[config.mk]
export PLATFORM = sky130hd
export DESIGN_NAME = onehot_req_arbiter
export DESIGN_NICKNAME = d
export VERILOG_FILES = /design/src/rtl/onehot_req_arbiter.sv
export SDC_FILE = /design/constraint.sdc
export NUM_CORES = 1
export LEC_CHECK = 0
export ABC_AREA = 1
export CAP_MARGIN = 20
export CORE_MARGIN = 2
export CORE_UTILIZATION = 30
export CTS_BUF_LIST = sky130_fd_sc_hd__clkbuf_8
export CTS_CLUSTER_SIZE = 16
export DETAILED_ROUTE_END_ITERATION = 8
export PLACE_DENSITY = 0.59
export SLEW_MARGIN = 20
export SYNTH_ARGS = -nofsm -noshare
export SYNTH_HDL_FRONTEND = slang
export SYNTH_SLANG_ARGS = --single-unit
[constraint.sdc]
create_clock -name clk -period 1.5 [get_ports clk]
set_input_delay 0.3 -clock clk [delete_from_list [all_inputs] [get_ports clk]]
set_output_delay 0.3 -clock clk [all_outputs]
set_load 0.1 [all_outputs]
[src/rtl/onehot_req_arbiter.sv]
// Round-robin request arbiter feeding the 4-to-2 encoder: latches request edges,
// presents one pending line as a held one-hot word with enable until acknowledged.
module onehot_req_arbiter #(
  parameter int N = 4
) (
  input  logic         clk,
  input  logic         rst_n,
  input  logic [N-1:0] req,
  input  logic         ack,
  input  logic         clr,
  output logic [N-1:0] onehot,
  output logic         en,
  output logic [N-1:0] pending,
  output logic [N-1:0] overflow
);

  localparam int LW = (N > 1) ? $clog2(N) : 1;
  localparam logic [0:0] ST_IDLE    = 1'b0;
  localparam logic [0:0] ST_PRESENT = 1'b1;

  logic [0:0]    state;
  logic [N-1:0]  req_q;
  logic [LW-1:0] last;
  logic [LW-1:0] gidx;

  logic [N-1:0]  rise;
  logic [N-1:0]  retire;
  logic [N-1:0]  pending_nxt;
  logic [N-1:0]  overflow_nxt;
  logic          sel_found;
  logic [LW-1:0] sel_idx;

  assign rise   = req & ~req_q;
  assign retire = (state == ST_PRESENT && ack) ? onehot : '0;

  // A rise on the bit being retired re-arms it rather than counting as overflow.
  always_comb begin
    pending_nxt  = '0;
    overflow_nxt = '0;
    for (int i = 0; i < N; i++) begin
      if (clr) begin
        pending_nxt[i]  = 1'b0;
        overflow_nxt[i] = 1'b0;
      end else begin
        pending_nxt[i]  = rise[i] | (pending[i] & ~retire[i]);
        overflow_nxt[i] = overflow[i] | (rise[i] & pending[i] & ~retire[i]);
      end
    end
  end

  // Searching downward leaves the nearest set bit after 'last' as the final winner.
  always_comb begin
    sel_found = 1'b0;
    sel_idx   = '0;
    for (int k = N; k >= 1; k--) begin
      if (pending[(int'(last) + k) % N]) begin
        sel_found = 1'b1;
        sel_idx   = LW'((int'(last) + k) % N);
      end
    end
  end

  always_ff @(posedge clk or negedge rst_n) begin
    if (!rst_n) begin
      state    <= ST_IDLE;
      req_q    <= '0;
      pending  <= '0;
      overflow <= '0;
      onehot   <= '0;
      en       <= 1'b0;
      last     <= LW'(N - 1);
      gidx     <= '0;
    end else begin
      req_q    <= req;
      pending  <= pending_nxt;
      overflow <= overflow_nxt;
      case (state)
        ST_IDLE: begin
          if (sel_found && !clr) begin
            onehot <= {{(N-1){1'b0}}, 1'b1} << sel_idx;
            en     <= 1'b1;
            gidx   <= sel_idx;
            state  <= ST_PRESENT;
          end
        end
        default: begin
          if (ack) begin
            onehot <= '0;
            en     <= 1'b0;
            last   <= gidx;
            state  <= ST_IDLE;
          end
        end
      endcase
    end
  end

endmodule

# Word level (Yosys, flattened, before mapping)
# Cells that the tools add are included.
[totals]
out_inout_bits = 13
in_bits = 8
wordCells = 98
ff_bits = 22
[classes]
n_shift = 1
n_lt_le_gt_ge = 4
n_addsub = 4
bitwise = 31
reduce_logical = 11
n_eq_ne = 1
mux = 38
[op_table]
columns = ["op", "n"]
rows = [
  ["two-way mux 1 bit", 26],
  ["< comparator 3 x 4 -> 1 bit, second input constant", 4],
  ["two-way mux 4 bit", 4],
  ["AND 1 bit", 12],
  ["binary-select mux 1 bit (select 2 bit)", 4],
  ["two-way mux 2 bit", 4],
  ["bitwise OR 1 bit", 8],
  ["OR reduction 2 bit", 4],
  ["AND reduction 2 bit", 3],
  ["NOT 1 bit", 5],
  ["adder 2 x 1 -> 2 bit, second input constant", 2],
  ["adder 2 bit, second input constant", 2],
  ["AND 1 bit, first input constant", 4],
  ["AND 4 bit", 1],
  ["NOT 4 bit", 1],
  ["<< shifter 1 x 2 -> 4 bit, first input constant", 1],
  ["logical AND 1 bit", 2],
  ["inequality test 2 bit, second input constant", 1],
  ["nonzero test 2 bit", 1],
  ["logical NOT 1 bit", 1],
]

# Depth between registers and ports, before layout
# Gate-level depths: netlist of run 1.
[depth]
word_depth = 13
ltp_mapped = 12
mapped_depth_nobuf = 11

# Least setup slack after synthesis of run 1
# Ideal clock, no wire load.
[synth_timing]
kind = "flip-flop to flip-flop"
startpoint = "register pending[3]"
endpoint = "register onehot[1]"
path_slack_ns = -0.417
arrival_ns = 1.797
setup_ns = 0.120
synth_period_minus_slack_ns = 1.917
t_required_ns = 1.380
path_buffers = 0
path_stages_with_launch = 10
cell_sequence = "dfrtp_1 > inv_1 > o21ai_4 > nand2_1 > nand2_1 > inv_2 > nand3_2 > nand2_2 > nand3_1 > nand2_1"
[synth_via]
elab_chain_len = 10
word_cells_on_any_way = 26
cone_classes = "1 x shift; 22 x mux; 3 x reduce/logical"
[synth_rtl]
columns = ["element", "line_no", "rtl"]
rows = [
  ["start, declared", "13", "output logic [N-1:0] pending,"],
  ["start signal, assigned", "75", "pending <= pending_nxt;"],
  ["binary-select mux 1 bit (select 2 bit)", "56", "if (pending[(int'(last) + k) % N]) begin"],
  ["two-way mux 1 bit (not written as such) (2 in series)", "56", ""],
  ["two-way mux 2 bit or two-way mux 1 bit (tied branches) (4 in series)", "56", ""],
  ["<< shifter 1 x 2 -> 4 bit or logical AND 1 bit (tied branches)", "80, 79", ""],
  ["two-way mux 4 bit or nonzero test 2 bit (tied branches)", "--", ""],
  ["two-way mux 4 bit or AND reduction 2 bit (tied branches)", "--", ""],
  ["end signal, assigned", "80", "onehot <= {{(N-1){1'b0}}, 1'b1} << sel_idx;"],
  ["end, declared", "11", "output logic [N-1:0] onehot,"],
]
# Parallel ways exist; a longest one is shown, timed or not. The select of a mux whose other input is x is not followed.
# A chain may end at the register's enable or synchronous reset.

# Worst setup path after layout of run 1
[layout_timing]
startpoint = "register last[0]"
endpoint = "register onehot[3]"
[layout_via]
elab_chain_len = 11
word_cells_on_any_way = 30
cone_classes = "4 x add/sub; 1 x shift; 22 x mux; 3 x reduce/logical"
[layout_rtl]
columns = ["element", "line_no", "rtl"]
rows = [
  ["start, declared", "23", "logic [LW-1:0] last;"],
  ["start signal, assigned", "71", "last <= LW'(N - 1);"],
  ["start signal, assigned", "90", "last <= gidx;"],
  ["adder 2 x 1 -> 2 bit", "56, 58", ""],
  ["binary-select mux 1 bit (select 2 bit)", "56", ""],
  ["two-way mux 1 bit (not written as such) (2 in series)", "56", ""],
  ["two-way mux 2 bit or two-way mux 1 bit (tied branches) (4 in series)", "56", ""],
  ["<< shifter 1 x 2 -> 4 bit or logical AND 1 bit (tied branches)", "80, 79", ""],
  ["two-way mux 4 bit or nonzero test 2 bit (tied branches)", "--", ""],
  ["two-way mux 4 bit or AND reduction 2 bit (tied branches)", "--", ""],
]
# Parallel ways exist; a longest one is shown, timed or not. The select of a mux whose other input is x is not followed.

==> impl_metrics.json, run 1 <==
{
  "syn_inst_count": 139,
  "syn_to_final_growth_pct": 46.8,
  "layout_setup_ws_ns": -0.0106,
  "fmax_mhz": 662,
  "min_hold_slack_ns": 0.376,
  "failed_checks": "setup timing",
  "post-place-cells": 212,
  "design.die.area_um2": 4380,
  "synth_fp_nets": 147,
  "initial_core_util_pct": 31.4,
  "path_clk_slew_ns": 0.08,
  "globalRouteTotalUtil_pct": 12.2,
  "finalPower_mw": 3.16,
  "clockBufferDepth": 2,
  "rows": 22,
  "power_density_nw_per_um2": 1860,
  "path_type_of_the_worst_setup_path": "flip-flop to flip-flop",
  "clock_latency_ns": 0.26,
  "critPathMaxFanout": 9,
  "antenna_found_initial": 0,
  "detail_route.drc_violations": 0,
  "synthesis.area_um2": 1160,
  "avgViaCountPerCell": 4.39,
  "maxCapViolCount": 0,
  "overflow": 0,
  "run_status": "finished with violations",
  "hold_viol_final": 0,
  "i_o_pins": 21,
  "min_path_type": "input port to async pin",
  "drtPass1Iterations": 4,
  "crit_path_start_kind": "flip-flop",
  "diodes": 0,
  "setup_skew_ns": 0.00327,
  "cp_launch_point": "last[0]$_DFFE_PN1N_",
  "tightest_slew_ns": 0.280,
  "r2r-start": "last[0]$_DFFE_PN1N_",
  "setup_viol": 3,
  "finish.net_count": 177,
  "cts_tree": "yes",
  "drt.antenna.violating_nets": 0,
  "wl_per_cell_um": 10.8,
  "post_synth_num_cell_types": 22,
  "period_share_pct": 101,
  "gp_congestion": 0.718,
  "max-slew-margin-rel_pct": 81.3,
  "die_h_um": 66.2,
  "first_global_vias": 1025,
  "floorplan.core_area_um2": 3690,
  "dp_hpwl_um": 1870,
  "grt_setup_unrepaired": "true",
  "grt_max_degree": 23,
  "yosys_warn_count": 0,
  "arrival_ns": 1.67,
  "routed-via-count": 949,
  "timing.final.crit_period_ns": 1.51,
  "cts_made_buffers": 3,
  "worst_setup_path_end_kind": "flip-flop",
  "post_synth.cell_area_avg_um2": 8.34,
  "drt-initial-drc-count": 14,
  "critical_path_required_ns": 1.66,
  "die_width_um": 66.2,
  "finalNonFillerCells": 216,
  "power.ir.vdd_worst_uv": 927,
  "place.port_buffers": 20,
  "htree_num_levels": 1,
  "drive_above_1_share_pct": 39.3,
  "clock_tree.root_cell": "sky130_fd_sc_hd__clkbuf_8",
  "first_pass_grt_wire_length_um": 4130,
  "postCtsSetupRepairBufs": 0,
  "totalWireLength_um": 2340,
  "max_slew_violation_total_from_the_final_report": 0,
  "synth_sequential_area_ratio_pct": 47.7,
  "cts.sink_count": 22,
  "power.static_leakage_nw": 0.804,
  "synthesized_flop_and_latch_total": 22
}
final timing paths:
| check | to | slack, ns | cells past startpoint |
|---|---|---|---|
| hold / removal | req_q[3]$_DFF_PN0_ | 0.38 | 2 |
| setup / recovery | onehot[3]$_DFFE_PN0P_ | -0.01 | 12 |
| min in group clk | req_q[2]$_DFF_PN0_ | 0.49 | 1 |
| hold reg to reg | gidx[1]$_DFFE_PN0P_ | 0.49 | 2 |
| setup reg to reg | onehot[3]$_DFFE_PN0P_ | -0.01 | 12 |
| max in group asynchronous | last[0]$_DFFE_PN1N_ | 0.85 | 2 |
layer usage:
metal | vias to the layer above | track usage, % | part of all wire [%]
met2 | 20 | 20.6 | 50
met5 | - | 0 | 0
met3 | 5 | 2.56 | 3.9
met4 | 0 | 5.87 | 2.0
met1 | 448 | 14.8 | 44
li1 | 476 | - | -
cells in the mapped netlist (all sizes together):
library cell  number  area share [%]
a21oi              6             2.9
buf                1            0.97
clkbuf             1            0.43
dfrtp             20              43
dfstp              2             4.5
inv               19             6.8
nand2             61              26
nand3              5             2.6
nand4              2             1.1
nor2              14             5.8
nor3               1             1.4
o21ai              6             3.6
or2                1            0.54
state kept, by name (all words and copies together) (netlist names):
signal / cells
en: 1
onehot: 4
req_q: 4
overflow: 4
last: 2
pending: 4
gidx: 2
state: 1
critical path, stage by stage, from the launching register on:
cell and delay (ns):
sky130_fd_sc_hd__dfstp_2 0.55, sky130_fd_sc_hd__buf_12 0.14, sky130_fd_sc_hd__inv_8 0.05, sky130_fd_sc_hd__nand2_4 0.05
sky130_fd_sc_hd__nand3_1 0.09, sky130_fd_sc_hd__nand2_1 0.09, sky130_fd_sc_hd__inv_1 0.05, sky130_fd_sc_hd__nand2_2 0.08
sky130_fd_sc_hd__nand2_2 0.05, sky130_fd_sc_hd__nand2_2 0.08, sky130_fd_sc_hd__nand2_2 0.06, sky130_fd_sc_hd__nand3_1 0.06
sky130_fd_sc_hd__nand2_1 0.05
timing repair:
item,in CTS,in global routing
hold buffers,0,0
endpoints found under the hold margin,0,0
gates resized for setup,1,4
setup endpoints to repair,5,7
cells by family (layout without fill, tap and decap cells):
| group | Yosys count | after routing | synth area share, % |
|---|---|---|---|
| flops | 22 | 22 | 47.7 |
| compound gates | 12 | 12 | 6.47 |
| buf+inv | 21 | 50 | 8.20 |
| simple gates | 84 | 84 | 37.6 |
power by group:
group	switching [mW]	internal, mW	total [mW]
logic	1.12	0.634	1.75
clock network	0.191	0.357	0.547
registers	0.122	0.737	0.859
total	1.43	1.73	3.16
metrics by stage:
step	util [%]	worst slack (ns)	TNS (ns)	cell area, um2
final	46.2	-0.0106	-0.0295	1700
after global routing	46.2	-0.118	-0.623	1700
after CTS	45.8	-0.0258	-0.0572	1690
after detailed placement	43.8	-0.0511	-0.292	1610
after global placement	43.8	-0.0212	-0.104	1610
after floorplan	-	0.0449	0	1170
cell usage in the layout, fill, tap and decap left out, types with 2 or more instances in the layout:
cell                              synthesis  layout
sky130_fd_sc_hd__nand2_1                 39      36
sky130_fd_sc_hd__inv_1                   16      15
sky130_fd_sc_hd__o21ai_0                  3       3
sky130_fd_sc_hd__nor2_1                  12      12
sky130_fd_sc_hd__clkbuf_8                 0       3
sky130_fd_sc_hd__nand4_1                  2       2
sky130_fd_sc_hd__nand2_2                 18      20
sky130_fd_sc_hd__a21oi_1                  5       5
sky130_fd_sc_hd__nand2_4                  4       5
sky130_fd_sc_hd__nand3_1                  4       3
sky130_fd_sc_hd__buf_4                    0       6
sky130_fd_sc_hd__o21ai_1                  2       2
sky130_fd_sc_hd__nor2_4                   2       2
sky130_fd_sc_hd__nand3_2                  1       2
sky130_fd_sc_hd__buf_12                   0      14
sky130_fd_sc_hd__dfrtp_4                  0       4
sky130_fd_sc_hd__dfstp_2                  2       2
sky130_fd_sc_hd__clkdlybuf4s50_1          0       7
sky130_fd_sc_hd__dfrtp_1                 20      16
sky130_fd_sc_hd__inv_2                    2       3
cell type report:
class                      count  area, um2
tap                           48       60.1
multi-input combinational     96        529
fill                         377       1990
inverter                      19       78.8
timing repair buffer          27        395
clock buffer                   3       41.3
clock inverter                 1       30.0
sequential                    22        568
(Power assumes the default switching activity.)
==> inputs of run 2 (changes only) <==
--- a/config.mk
+++ b/config.mk
@@ -5,14 +5,15 @@
 export SDC_FILE = /design/constraint.sdc
 export NUM_CORES = 1
 export LEC_CHECK = 0
-export ABC_AREA = 1
 export CAP_MARGIN = 20
+export CORE_ASPECT_RATIO = 0.7
 export CORE_MARGIN = 2
 export CORE_UTILIZATION = 30
 export CTS_BUF_LIST = sky130_fd_sc_hd__clkbuf_8
 export CTS_CLUSTER_SIZE = 16
 export DETAILED_ROUTE_END_ITERATION = 8
-export PLACE_DENSITY = 0.59
+export MAX_ROUTING_LAYER = met4
+export PLACE_DENSITY = 0.61
 export SLEW_MARGIN = 20
 export SYNTH_ARGS = -nofsm -noshare
 export SYNTH_HDL_FRONTEND = slang
==> impl_metrics.json, run 2 <==
{
  "run_status": "finished, final reports clean",
  "grt_max_degree": 23,
  "first_pass_grt_wire_length_um": 3150,
  "gp_congestion": 0.788,
  "setup_skew_ns": 0.00339,
  "drive_above_1_share_pct": 32.7,
  "yosys_warn_count": 0,
  "setup_viol": 0,
  "critical_path_required_ns": 1.65,
  "place.port_buffers": 20,
  "postCtsSetupRepairBufs": 0,
  "synth_adder_area_share_pct": 0,
  "max-slew-margin-rel_pct": 79.4,
  "floorplan.core_area_um2": 2820,
  "antenna_found_initial": 0,
  "die_width_um": 69.5,
  "synthesis.area_um2": 902,
  "clock_latency_ns": 0.26,
  "arrival_ns": 1.59,
  "synth_edf_count": 0,
  "post_cts_resize_count": 0,
  "fmax_mhz": 697,
  "fin_setup_tns_ns": 0,
  "finalNonFillerCells": 140,
  "grt_setup_unrepaired": "false",
  "maxCapViolCount": 0,
  "cts_hold_buffers": 0,
  "synthArstFlopShare_pct": 100,
  "hold_viol_final": 0,
  "xor_xnor_share_of_the_synthesized_area_pct": 0,
  "synth_simple_gate_area_share_pct": 15.4,
  "crit_path_start_kind": "flip-flop",
  "design.die.area_um2": 3470,
  "path_clk_slew_ns": 0.08,
  "cts_made_buffers": 3,
  "library_cell_with_the_highest_instance_count_after_synthesis": "sky130_fd_sc_hd__dfrtp_1",
  "i_o_pins": 21,
  "power.ir.vdd_worst_uv": 1100,
  "avgViaCountPerCell": 4.99,
  "drt.antenna.violating_nets": 0,
  "synthesized_flop_and_latch_total": 22,
  "post_synth_num_cell_types": 24,
  "post-route-util_pct": 48.0,
  "most-common-layout-cells": "sky130_fd_sc_hd__dfrtp_1, sky130_fd_sc_hd__buf_12, sky130_fd_sc_hd__nor2_1",
  "post-place-ws_ns": -0.0700,
  "htree_num_levels": 1,
  "synth_compound_gate_area_share_pct": 17.5,
  "yosysTopAreaCellShare_pct": 55.5,
  "worst_setup_path_end_kind": "flip-flop",
  "power_density_nw_per_um2": 1500,
  "post_synth.cell_area_avg_um2": 11.6,
  "clockBufferDepth": 2,
  "min_hold_slack_ns": 0.379,
  "drtPass1Iterations": 4,
  "mostFrequentLayoutCell": "sky130_fd_sc_hd__dfrtp_1",
  "period_share_pct": 95.6,
  "tightest_slew_ns": 0.306,
  "synth_top_cell_by_area": "sky130_fd_sc_hd__dfrtp_1",
  "cts.sink_count": 22,
  "layout_setup_ws_ns": 0.0653,
  "initial_core_util_pct": 32.0,
  "path_type_of_the_worst_setup_path": "flip-flop to flip-flop",
  "cts_tree": "yes",
  "main_combinational_cell_family_by_area_after_synthesis": "compound AO/OA/AOI/OAI gates",
  "syn_inst_count": 78,
  "syn_to_final_growth_pct": 50.1,
  "post-place-cells": 136,
  "max_slew_violation_total_from_the_final_report": 0,
  "synth.top_cells.by_count": "sky130_fd_sc_hd__dfrtp_1, sky130_fd_sc_hd__nor2_1, sky130_fd_sc_hd__a31oi_1",
  "die_h_um": 49.9,
  "wl_per_cell_um": 13.4,
  "ys_top_cells_by_area": "sky130_fd_sc_hd__dfrtp_1, sky130_fd_sc_hd__dfstp_2, sky130_fd_sc_hd__a32o_1, sky130_fd_sc_hd__nor2_1, sky130_fd_sc_hd__a31oi_1",
  "globalRouteTotalUtil_pct": 12.2,
  "main_flop_type_after_synthesis": "sky130_fd_sc_hd__dfrtp_1",
  "first_global_vias": 665,
  "clock_tree.root_cell": "sky130_fd_sc_hd__clkbuf_8",
  "synth_mux_area_share_pct": 3.61,
  "rows": 16,
  "synth_fp_nets": 86,
  "overflow": 0,
  "totalWireLength_um": 1880,
  "detail_route.drc_violations": 0,
  "power.static_leakage_nw": 0.576,
  "critPathMaxFanout": 7,
  "timing.final.crit_period_ns": 1.43,
  "min_path_type": "input port to async pin",
  "diodes": 0,
  "finish.net_count": 113,
  "drt-initial-drc-count": 25,
  "routed-via-count": 698,
  "synth_sequential_area_ratio_pct": 61.3
}
[run 2: cell types whose count changed after synthesis, sizes merged, moves of 4 or more]
cell,delta
a31oi,+5
a32o,+4
inv,-18
nand2,-57
nor2b,+4
[run 2: layout make-up]
cell class	count	area, um2
Clock buffer	3	41.3
Clock inverter	1	3.75
Fill cell	252	1470
Inverter	1	3.75
Multi-Input combinational cell	53	332
Sequential cell	22	568
Tap cell	36	45.0
Timing Repair Buffer	24	360
[run 2: cell families (layout without fill, tap and decap cells)]
| group | after synthesis | after routing |
|---|---|---|
| DFF | 22 | 22 |
| muxes | 3 | 3 |
| and+or+nand+nor | 28 | 28 |
| AOI/OAI and AO/OA | 22 | 22 |
| buffers and inverters | 3 | 29 |
[run 2: critical path: stages, from the launching register on]
cell                      delay [ns]
sky130_fd_sc_hd__dfstp_2        0.59
sky130_fd_sc_hd__mux2i_1        0.20
sky130_fd_sc_hd__o22a_1         0.17
sky130_fd_sc_hd__o21ai_0        0.13
sky130_fd_sc_hd__a32o_1         0.24
[run 2: report_power, final]
group / leakage [nW] / total [mW] / switching (mW) / internal [mW]
clock: 0.0269 / 0.368 / 0.186 / 0.183
combinational: 0.277 / 0.815 / 0.490 / 0.325
sequential: 0.272 / 0.846 / 0.127 / 0.719
total: 0.576 / 2.03 / 0.803 / 1.23
[run 2: worst paths after layout]
check	start	endpoint	slack (ns)	cells past startpoint
worst max-delay path	last[1]$_DFFE_PN1N_	onehot[3]$_DFFE_PN0P_	0.07	4
worst max register to register	last[1]$_DFFE_PN1N_	onehot[3]$_DFFE_PN0P_	0.07	4
worst min register to register	gidx[0]$_DFFE_PN0P_	gidx[0]$_DFFE_PN0P_	0.49	2
min in group clk	gidx[0]$_DFFE_PN0P_	gidx[0]$_DFFE_PN0P_	0.49	2
worst min-delay path	rst_n	pending[2]$_DFF_PN0_	0.38	2
max in group asynchronous	rst_n	last[0]$_DFFE_PN1N_	0.85	2
[run 2: metal layers]
metal | vias up | GRT usage [%] | wire length [um]
met3 | 2 | 4.29 | 126
li1 | 331 | - | -
met1 | 339 | 16.7 | 928
met2 | 26 | 17.3 | 818
met4 | 0 | 2.94 | 8
met5 | - | - | 0
[run 2: per-stage QoR]
stage | instance area, um2 | power [mW]
after global routing | 1350 | 2.12
after detailed placement | 1310 | 1.67
final | 1350 | 2.03
after floorplan | 917 | 1.35
after global placement | 1310 | 1.66
after CTS | 1350 | 2.04
==> RTL edit 1 (config.mk and constraints of run 2) <==
`pending` no longer has a reset.
--- a/src/rtl/onehot_req_arbiter.sv
+++ b/src/rtl/onehot_req_arbiter.sv
@@ -64,7 +64,6 @@
     if (!rst_n) begin
       state    <= ST_IDLE;
       req_q    <= '0;
-      pending  <= '0;
       overflow <= '0;
       onehot   <= '0;
       en       <= 1'b0;
@@ -72,7 +71,6 @@
       gidx     <= '0;
     end else begin
       req_q    <= req;
-      pending  <= pending_nxt;
       overflow <= overflow_nxt;
       case (state)
         ST_IDLE: begin
@@ -95,5 +93,9 @@
     end
   end
 
+  always_ff @(posedge clk) begin
+    pending <= pending_nxt;
+  end
+
 endmodule
 
Function: changed (Yosys sat finds a counterexample within 4 cycles, from zero or initial values and one cycle with rst_n low).
==> RTL edit 1 against run 2 <==
Power increased by 2.3%. Hold slack got worse by 0.013 ns. Sequential share of layout area decreased by 1.3 points. Routed wire length decreased by 0.21%. Area after synthesis decreased by 2.2%. Worst setup slack improved by 0.041 ns. Sequential cell count unchanged. Final area decreased by 0.37%. Critical path type unchanged. Sequential power decreased by 0.9%. Combinational power about the same.
==> RTL edit 1: results (changes against run 2) <==
status completed; Fill cells 256 (+1.6%); data arrival time of the critical path 1.55 ns (-0.04 ns); sequential area share after synthesis 60.4% (-0.88 points); root buf cell clkbuf_8; first-pass GRT wire length 3230 µm (+2.6%); Top FF cell, synth dfrtp_1; layout cells sized above 1 33.3% (+0.64 points); drt pass-1 iters 4 (unchanged); Worst-Margin Slew 0.279 ns (-0.0271 ns); diodes inserted 0 (unchanged); critical path fanouts, max 7 (unchanged); vias in the first global route 681 (+2.4%); syn_nets 86 (unchanged); post-place setup slack -0.0704 ns (-0.000428 ns); critical setup path kind flip-flop to flip-flop; Cells after DPL 137 (+0.74%); H-tree depth 1 (unchanged); Hold Path Class input port to async pin; Clock transition at path regs 0.08 ns (about the same); slowest stage delay, CP 0.59 ns (about the same); leakage power 0.572 nW (-0.74%); Routed wire per std cell 13.3 µm (-0.92%); Netlist cell types 25 (+4.2%); Num CTS Buffers 3 (unchanged); routed wl met3 149 µm (+18%); Starting DRT DRC Count 21 (-16%); placed cell area 0.00129 mm² (-0.96%); Max clock buf depth 2 (unchanged); met1 usage in global routing 19.2% (+2.5 points); Routed met2 length 765 µm (-6.5%); crit path max-delay cell type dfstp_2; global placement routability congestion 0.783 (-0.63%); Skew-Pair Late Insertion Delay 0.26 ns (about the same); PortBufs 20 (unchanged); Peak VDD IR 732 µV (-34%); WL met1 946 µm (+1.9%); initial antenna violation count 0 (unchanged); clk_skew 0.00199 ns (-0.00139 ns); Via-to-Cell Ratio 4.90 (-1.7%); via count 691 (-1.0%); ranking of synthesized cells by area dfrtp_1 (45%), dfxtp_1 (9.1%), dfstp_2 (6.0%), a32o_1 (4.5%), nor2_1 (4.3%); DR top layer met4; global-route met2 utilization 18.1% (+0.80 points); layout net count 114 (+0.88%); DP HPWL 1430 µm; yosys warns 0 (unchanged); GRT Resource Usage Total 13.5% (+1.3 points); largest net degree at the start of global routing 19 (-17%); Async SR Flop Fraction 81.8% (-18 points); Post-synth top cells dfrtp_1 (16), nor2_1 (10), a31oi_1 (5); met3 GRT Util 5.77% (+1.5 points); Syn Area/Cell 11.3 µm² (-2.2%)
RTL edit 1: timing repair:
action,CTS,global route
endpoints found under the setup margin,0,2
gates resized for setup,0,1
setup buffers,0,0
hold endpoints to repair,0,0
RTL edit 1: worst max-delay path: cells and delay by family, from the launching register on:
| family | cells | cell delay [ns] |
|---|---|---|
| AOI/OAI and AO/OA | 2 | 0.33 |
| and+or+nand+nor | 2 | 0.36 |
| DFF | 1 | 0.59 |
RTL edit 1: where the power goes:
group	internal [W]	leakage (nW)	switching (W)	total, W
Combinational	0.000326	0.282	0.000490	0.000817
Sequential	0.000711	0.261	0.000127	0.000838
Clock	0.000234	0.0288	0.000186	0.000421
RTL edit 1: worst paths after layout:
path,startpoint,endpoint,slack (ns),cells past startpoint
setup / recovery,last[1],onehot[2],0.11,4
hold / removal,rst_n,overflow[2],0.37,2
setup reg to reg,last[1],onehot[2],0.11,4
hold reg to reg,gidx[0],gidx[0],0.49,2
max in group asynchronous,rst_n,last[0],0.88,2
min in group clk,req[0],req_q[0],0.49,1
RTL edit 1: kinds of logic (layout without fill, tap and decap cells):
group / count (synthesis) / count (layout) / synth area share, %
buf+inv: 3 / 30 / 2.27
simple gates: 28 / 28 / 15.7
mux: 3 / 3 / 3.69
compound gates: 22 / 22 / 17.9
flops: 22 / 22 / 60.4
RTL edit 1: area by class of cell:
class                      count  area, µm²  share of cell area, %
timing repair buffer          25        368                   27.3
tap                           36       45.0                   3.34
inverter                       1       3.75                  0.278
clock buffer                   4       55.1                   4.08
sequential                    22        548                   40.6
multi-input combinational     53        329                   24.4
==> RTL edit 2 (flow settings as in run 2) <==
Made on the original files. Set the parameter `N` to 8 (it was 4).
--- a/src/rtl/onehot_req_arbiter.sv
+++ b/src/rtl/onehot_req_arbiter.sv
@@ -1,7 +1,7 @@
 // Round-robin request arbiter feeding the 4-to-2 encoder: latches request edges,
 // presents one pending line as a held one-hot word with enable until acknowledged.
 module onehot_req_arbiter #(
-  parameter int N = 4
+  parameter int N = 8
 ) (
   input  logic         clk,
   input  logic         rst_n,
Interface: changed (resized onehot, overflow, pending and req); port bits go from 21 to 37. The function was not compared with the original's and may differ.
==> RTL edit 2 against run 2 <==
The flow now finishes with violations (negative setup slack). Cell count rose to 3.5 times the old value. Die area rose to 2.7 times the old value. Worst setup slack worse by 1.4 ns. Via count rose to 3.4 times the old value. Final area rose to 3.3 times the old value. Fmax down 50%. Routed wire length rose to 4.3 times the old value. Count of clock-buffer cells in the layout up 2. Largest cell class is now multi-input gates. Core utilization up 4.3 points. Sequential cell count up 18. Power rose to 4.5 times the old value. Area after synthesis rose to 2.9 times the old value.
==> RTL edit 2: results (changes against run 2) <==
failing checks negative setup slack; via count 2402 (+240%); Fin Setup TNS -16.72 ns (-16.72 ns); post-CTS setup buffer count 11 (+11); final WL 8000 µm (+330%); Slew headroom 73.0% (-6.3 points); Post-synth top cells nand2_1 (40), dfrtp_1 (37), mux4_2 (14), nor2_1 (14); CP endpoint onehot[7]; Clock buffer cells 5 (+2); # setup viols final 13 (+13); clock power share 10.0% (-8.1 points); hold buffers post-CTS 1 (+1); nonclk buf count 121 (+400%); met1 usage in global routing 27.7% (+11 points); first-pass GRT wire length 13600 µm (+330%); global placement routability congestion 0.881 (+12%); GRT Resource Usage Total 19.0% (+6.8 points); P_comb 0.00676 W (+730%); Final WS setup -1.37 ns (-1.43 ns); sequential cell area share 23.3% (-19 points); Internal 0.00508 W (+310%); routed wl met3 522 µm (+310%); Routed met2 length 3500 µm (+330%); H-tree depth 2 (+1); Routed wire per std cell 16.4 µm (+22%); Cells after DPL 467 (+240%); sequential area share after synthesis 38.2% (-23 points); ClkCell Share 2.60% (-0.73 points); status complete, but fails checks; number of flip-flops and latches 40 (+82%); Netlist cell types 55 (+130%); Synth-to-Final Area Change 68.5%; Skew-Pair Late Insertion Delay 0.29 ns (+0.03 ns)
[RTL edit 2: changes by cell type after synthesis, moves of 7 or more]
| cell | change |
|---|---|
| nand2_1 | +36 |
| o21ai_0 | +10 |
| o21ba_2 | +8 |
| mux4_2 | +14 |
| mux2i_1 | +12 |
| dfrtp_1 | +17 |
| clkbuf_1 | +10 |
| a21oi_1 | +7 |
[RTL edit 2: worst reg2reg max path, stage by stage (launching register included)]
cell,delay [ns]
dfstp_2,0.59
inv_8,0.04
ha_4,0.31
buf_6,0.13
mux4_2,0.56
buf_6,0.17
a221oi_2,0.25
o2bb2ai_1,0.09
a41o_1,0.28
nand3b_1,0.12
buf_6,0.15
o31ai_2,0.08
[RTL edit 2: kinds of logic (layout without fill, tap and decap cells)]
family,count (synthesis),in the layout,synth area share [%]
and+or+nand+nor,85,85,15.1
AOI/OAI and AO/OA,67,67,19.5
DFF,40,40,38.2
muxes,34,34,20.5
buffers and inverters,26,138,4.76
adders and majority gates,2,2,0.952
xor gates and xnor gates,2,2,0.953
